### src/rtl/led_randomizer.sv
// -----------------------------------------------------------------------------
// led_randomizer
//
// Core of the hit-or-miss game. Lights one of eight LEDs at a pseudo-random
// position for a pseudo-random on-time. It then waits a pseudo-random number
// of divider ticks before lighting the next one.
//
// Parameters
//   TICK_DIV : clock cycles per freq tick (>= 1)
//   MIN_ON   : minimum LED on-time in cycles
//   DUR_STEP : cycles added per unit of random on-time (lfsr[15:8])
//   SEED     : LFSR reset value (nonzero)
//
// Ports
//   clk       in   1   system clock, all registers update on the rising edge
//   rst       in   1   synchronous reset, active-low (0 = reset)
//   freq      out  1   one-cycle tick from the internal divider
//   LED       out  8   one-hot LED drive, all zero when nothing is lit
//   enable_f  out  1   divider enable: 1 in WAIT, 0 in LIGHT
//   light_dur out  30  on-time in cycles of the current or most recent light
//
// Observing the FSM: the state is a single WAIT/LIGHT bit, and enable_f is
// its registered mirror (1 = WAIT, 0 = LIGHT). A checker can bind to
// enable_f, or to the internal 'state' signal.
//
// Build option
//   LED_NOREPEAT_EN : when defined, an index equal to the previously lit
//                     index is bumped to (index+1) mod 8. As a result, two
//                     consecutive lights never share an LED.
//
// Interface timing: there is no handshake. freq is a single-cycle strobe and
// LED/light_dur are plain registered levels.
// -----------------------------------------------------------------------------
module led_randomizer #(
    parameter int unsigned TICK_DIV = 25000000,
    parameter int unsigned MIN_ON   = 25000000,
    parameter int unsigned DUR_STEP = 98304,
    parameter logic [15:0] SEED     = 16'hACE1
) (
    input  logic        clk,
    input  logic        rst,
    output logic        freq,
    output logic [7:0]  LED,
    output logic        enable_f,
    output logic [29:0] light_dur
);

    localparam logic [29:0] DIV_LAST   = 30'(TICK_DIV - 1);
    localparam logic [29:0] MIN_ON_W   = 30'(MIN_ON);
    localparam logic [29:0] DUR_STEP_W = 30'(DUR_STEP);

    typedef enum logic {
        ST_WAIT  = 1'b0,
        ST_LIGHT = 1'b1
    } state_t;

    state_t      state;
    logic [29:0] div_cnt;     // tick divider, held at 0 while disabled
    logic [29:0] on_cnt;      // cycles elapsed in the current light
    logic [4:0]  wait_cnt;    // freq ticks still to wait, range 1..16
    logic [15:0] lfsr;

    // ------------------------------------------------------------------
    // Combinational decode of registered state
    // ------------------------------------------------------------------
    logic        lfsr_fb;
    logic [15:0] lfsr_next;
    logic        div_wrap;
    logic [2:0]  cand_idx;
    logic [2:0]  pick_idx;
    logic [7:0]  led_onehot;
    logic [29:0] dur_calc;
    logic [29:0] dur_eff;
    logic [4:0]  wait_reload;
    logic        light_last;

`ifdef LED_NOREPEAT_EN
    logic [2:0]  prev_idx;    // index of the most recent light
`endif

    // Fibonacci LFSR, x^16 + x^14 + x^13 + x^11 + 1. The all-zero state is a
    // lock-up state for this structure, so it reseeds if it ever gets there.
    assign lfsr_fb   = lfsr[15] ^ lfsr[13] ^ lfsr[12] ^ lfsr[10];
    assign lfsr_next = (lfsr == 16'd0) ? SEED : {lfsr[14:0], lfsr_fb};

    assign div_wrap  = (div_cnt == DIV_LAST);
    assign freq      = enable_f & div_wrap;

    assign cand_idx  = lfsr[2:0];

`ifdef LED_NOREPEAT_EN
    // The 3-bit add wraps 7 -> 0, which gives the mod-8 bump for free.
    assign pick_idx  = (cand_idx == prev_idx) ? cand_idx + 3'd1 : cand_idx;
`else
    assign pick_idx  = cand_idx;
`endif

    assign led_onehot = 8'd1 << pick_idx;

    // All arithmetic is 30 bits wide, so overflow simply truncates.
    // A zero result would never leave LIGHT, so it is promoted to 1.
    assign dur_calc    = MIN_ON_W + 30'(lfsr[15:8]) * DUR_STEP_W;
    assign dur_eff     = (dur_calc == 30'd0) ? 30'd1 : dur_calc;

    assign wait_reload = 5'd1 + {1'b0, lfsr[3:0]};

    // light_dur is always >= 1 while in LIGHT, so the subtraction cannot wrap.
    assign light_last  = (on_cnt == light_dur - 30'd1);

    // ------------------------------------------------------------------
    // Registers: divider, LFSR and the WAIT/LIGHT FSM
    // ------------------------------------------------------------------
    always_ff @(posedge clk) begin
        if (!rst) begin
            state     <= ST_WAIT;
            LED       <= 8'd0;
            enable_f  <= 1'b1;
            light_dur <= 30'd0;
            div_cnt   <= 30'd0;
            on_cnt    <= 30'd0;
            wait_cnt  <= 5'd1;
            lfsr      <= SEED;
`ifdef LED_NOREPEAT_EN
            prev_idx  <= 3'd0;
`endif
        end else begin
            lfsr <= lfsr_next;

            // The divider restarts from 0 on every return to WAIT. As a
            // result, the first tick after a light comes TICK_DIV cycles later.
            if (enable_f) begin
                div_cnt <= div_wrap ? 30'd0 : div_cnt + 30'd1;
            end else begin
                div_cnt <= 30'd0;
            end

            case (state)
                ST_WAIT: begin
                    if (freq) begin
                        if (wait_cnt == 5'd1) begin
                            // Capture position and on-time from the pre-shift
                            // LFSR value at this edge.
                            state     <= ST_LIGHT;
                            enable_f  <= 1'b0;
                            LED       <= led_onehot;
                            light_dur <= dur_eff;
                            on_cnt    <= 30'd0;
`ifdef LED_NOREPEAT_EN
                            prev_idx  <= pick_idx;
`endif
                        end else begin
                            wait_cnt <= wait_cnt - 5'd1;
                        end
                    end
                end

                ST_LIGHT: begin
                    on_cnt <= on_cnt + 30'd1;
                    if (light_last) begin
                        state    <= ST_WAIT;
                        enable_f <= 1'b1;
                        LED      <= 8'd0;
                        wait_cnt <= wait_reload;
                    end
                end

                default: begin
                    state    <= ST_WAIT;
                    enable_f <= 1'b1;
                    LED      <= 8'd0;
                end
            endcase
        end
    end

endmodule

### config.mk
export PLATFORM = sky130hd
export DESIGN_NAME = led_randomizer
export DESIGN_NICKNAME = d
export VERILOG_FILES = /design/src/rtl/led_randomizer.sv
export SDC_FILE = /design/constraint.sdc
export NUM_CORES = 1
export LEC_CHECK = 0
export BUFFER_PORTS_ARGS = -buffer_cell sky130_fd_sc_hd__buf_2
export CAP_MARGIN = 20
export CELL_PAD_IN_SITES_DETAIL_PLACEMENT = 1
export CELL_PAD_IN_SITES_GLOBAL_PLACEMENT = 1
export CORE_MARGIN = 4
export CORE_UTILIZATION = 25
export CTS_CLUSTER_SIZE = 8
export DETAILED_ROUTE_END_ITERATION = 7
export PLACE_DENSITY = 0.46
export SETUP_SLACK_MARGIN = 0.02
export SLEW_MARGIN = 0
export SYNTH_ARGS = -nofsm -noshare
export SYNTH_HDL_FRONTEND = slang
export SYNTH_SLANG_ARGS = --single-unit
### constraint.sdc
create_clock -name clk -period 3.32 [get_ports clk]
set_input_delay 0.166 -clock clk [delete_from_list [all_inputs] [get_ports clk]]
set_output_delay 0.166 -clock clk [all_outputs]
set_load 0.01 [all_outputs]
==> qor_table.md <==
| Group | Item | Value |
|---|---|---|
| outcome | Result of the run | finished clean |
| power | Areal power density over the cells | 392.0 mW/mm2 |
| clocking | Number of H-tree levels | 3 |
| synthesis | Cell area after synthesis | 0.005934 mm2 |
| global route | Congestion Overflow GR | 0 |
| synthesis | Cell count after synthesis | 737 |
| layout | Number of filler instances in the final layout | 2852 |
| floorplan | Total die area | 0.02627 mm2 |
| worst setup path | Critical path class | reg -> reg |
| synthesis | Count of cell types in the netlist | 67 |
| worst setup path | Worst endpoint required time | 3600 ps |
| floorplan | Row count | 56 |
| synthesis | Share of flip-flops with an asynchronous set or reset | 0% |
| clocking | Number of CTS-inserted buffers | 9 |
| layout | Number of nets in the layout | 777 |
| placement | Port Buf Inserts | 27 |
| floorplan | Die width | 162.1 um |
| power | Register share of total power | 49.0% |
| global route | Largest net degree at the start of global routing | 40 |
| layout | Area of the multi-input gates | 0.003572 mm2 |
| worst setup path | Largest driver fanout on the critical path | 11 |
| placement | Post-place setup slack | 222.1 ps |
| worst setup path | Worst endpoint data arrival time | 3230 ps |
| layout | Leading cell type in the layout, fill and taps excluded | sky130_fd_sc_hd__dfxtp_1 |
| clocking | Clock Root Buffer | sky130_fd_sc_hd__clkbuf_16 |
| layout | Syn-to-layout area delta | 11.55% |
| power | Total Power Consumption | 2.595 mW |
| drt | Ratio of routed vias to standard cells | 4.835 |
| clocking | Clock buffer depth | 2 |
| global route | Vias in the first global route | 5361 |
| power | Switching power total | 690.3 uW |
| worst setup path | Type of destination of the critical path | flip-flop |
| drt | Wire length per cell after detailed routing | 15.07 um |
| power | Clock share of power | 40.9% |
| sta | Final Max Tran Viols | 0 |
| flow run | Number of max-capacitance violations reported | 0 |
| layout | Top library cells by usage in the layout, fill and taps aside | 103 x sky130_fd_sc_hd__dfxtp_1, 75 x sky130_fd_sc_hd__nand2_1, 74 x sky130_fd_sc_hd__nor2_1 |
| drt | Total via count after detailed routing | 5183 |
| synthesis | Synth Area per Inst | 8.052 um2 |
| floorplan | Die Ht | 162.1 um |
| power | IR drop worst, VDD | 193.0 uV |
| sta | RSZ-0062 raised after global routing | false |
| layout | Total inserted antenna cells | 0 |
| floorplan | I/O pin count | 42 |
| sta | Clock Skews | 8.821 ps |
| sta | Minimum clock period | 2954 ps |
| placement | Placed Cells | 1057 |
| clocking | Clock tree from TritonCTS | built |
| power | Leakage power total | 2.414 nW |
| floorplan | Core Region | 0.02340 mm2 |
| sta | Final setup slack of the worst path | 366.4 ps |
| sta | Worst slew slack as a fraction of its limit | 57.59% |
| clocking | Worst-path clk slew | 70 ps |
| global route | Wire length of the first global-routing pass | 27.24 mm |
| worst setup path | Reg2Reg Setup Slack | 370 ps |
| sta | Share of the cycle needed by the critical path after routing | 88.96% |
| clocking | Worst-skew pair later-pin latency | 350 ps |
| synthesis | Flip-flop and latch count after synthesis | 103 |
| drt | Total length of routed wires | 16.15 mm |
| synthesis | Sequential element share of the synthesized area | 34.75% |
| placement | Placer Congestion | 0.7815 |
| placement | Total half-perimeter wirelength after legalization and detailed placement | 11.93 mm |
| drt | Number of detailed-route iterations in the first pass | 4 |
| global route | Number of antenna violations at the first check in global routing | 0 |
| synthesis | Warnings from Yosys | 0 |
| floorplan | Starting density of the core | 25.36% |
| synthesis | Number of flops mapped to enable cells by yosys | 0 |
| drt | DRC marker count from the first detailed-route iteration | 226 |
| drt | Post-route DRC | 0 |
| layout | Post-route non-filler standard cell count | 1072 |
| global route | Overall routing resource usage | 12.66% |
| worst setup path | Setup crit start kind | flip-flop |
| sta | Final TNS setup | 0 ps |
| power | Cell internal pwr | 1.905 mW |
| hold path | Hold crit path type | in -> reg |
| clocking | # clock sinks | 103 |
| sta | Setup-violating endpoint count in the final report | 0 |
| power | Combinational share of power | 10.2% |
| layout | Seq. cell area | 0.002062 mm2 |
| power | Switching power as a share of total power | 26.60% |
| sta | Final Hold Violating Endpoints | 0 |
| drt | Antenna-violating nets left | 0 |
| layout | Share of final-layout standard cells stronger than drive strength 1 | 9.163% |
| sta | Achievable clock frequency | 0.3386 GHz |
| sta | Measured slew at the worst slew-check pin | 636.2 ps |
| synthesis | Most frequently used flop master after synthesis | sky130_fd_sc_hd__dfxtp_1 |
Yosys cell counts (17+ instances only):
cell type	count	area share [%]
sky130_fd_sc_hd__or3_1	17	1.8
sky130_fd_sc_hd__a21oi_1	42	3.5
sky130_fd_sc_hd__clkbuf_1	27	1.7
sky130_fd_sc_hd__xor2_1	21	3.1
sky130_fd_sc_hd__buf_4	19	2.4
sky130_fd_sc_hd__ha_1	25	5.3
sky130_fd_sc_hd__inv_1	28	1.8
sky130_fd_sc_hd__nand2_1	75	4.7
sky130_fd_sc_hd__xnor2_1	32	4.7
sky130_fd_sc_hd__dfxtp_1	103	35
sky130_fd_sc_hd__o21ai_0	23	1.9
sky130_fd_sc_hd__nor2_1	74	4.7
sky130_fd_sc_hd__nand3_1	56	4.7
sky130_fd_sc_hd__and3_1	17	1.8
per-stage QoR:
stage	instance area [um2]	util, %	hold slack (ps)
global placement	6329	27.04	421.4
detailed placement	6329	27.04	433.9
finish	6620	28.29	105.6
floorplan	5983	-	355.4
CTS	6611	28.25	92.47
global route	6620	28.29	126.3
per-layer routing:
layer	part of all wire (%)	routed length [um]	track usage [%]
met1	47	7647	16.01
met2	49	7930	22.43
met3	2.8	451	2.817
met4	0.76	123	2.153
met5	0	0	0
cell type report:
type | instances | area share, %
clock inverter | 3 | 0.3969
clock buffer | 12 | 3.875
inverter | 29 | 1.644
sequential | 103 | 31.15
tap | 319 | 6.029
timing repair buffer | 35 | 2.948
multi-input combinational | 571 | 53.96
worst max-delay path, cell delays in order (launching register included):
cell	delay, ps
sky130_fd_sc_hd__dfxtp_1	620
sky130_fd_sc_hd__inv_1	130
sky130_fd_sc_hd__ha_1	250
sky130_fd_sc_hd__nor4b_4	170
sky130_fd_sc_hd__a311oi_1	300
sky130_fd_sc_hd__a221o_1	170
sky130_fd_sc_hd__a21oi_1	90
sky130_fd_sc_hd__a311oi_2	360
sky130_fd_sc_hd__nand4_4	340
sky130_fd_sc_hd__o31ai_4	190
sky130_fd_sc_hd__mux2i_1	260
kinds of logic after synthesis:
family          after synthesis  synth area share [%]
fa+ha+maj                    26                 5.608
xor+xnor                     53                 7.822
other cells                   1               0.06319
mux                          12                 2.066
compound gates              121                 13.24
buf+inv                      76                 6.030
flops                       103                 34.75
simple gates                345                 30.42
sequential cells by signal (all words and copies together), names as in the netlist:
register   flops
LED            8
div_cnt       30
enable_f       1
lfsr          16
light_dur     12
on_cnt        30
state          1
wait_cnt       5
power by group through the flow:
stage / logic [mW] / clock network, mW / registers [mW]
after floorplan: 0.219 / 0 / 1.29
after global placement: 0.268 / 0 / 1.30
after detailed placement: 0.268 / 0 / 1.30
after CTS: 0.270 / 1.12 / 1.27
after global routing: 0.303 / 1.16 / 1.27
final: 0.264 / 1.06 / 1.27
worst paths after layout:
check / endpoint / from / cells after the start
setup / recovery: wait_cnt[1] / light_dur[14] / 10
hold / removal: LED[3] / rst / 3
setup reg to reg: wait_cnt[1] / light_dur[14] / 10
hold reg to reg: lfsr[7] / lfsr[6] / 1
timing repair:
item / CTS / global route
hold endpoints to repair: 0 / 0
endpoints found under the setup margin: 0 / 3
hold buffers: 0 / 0
resized for setup: 0 / 1
setup buffers: 0 / 0
(Power assumes the default switching activity.)
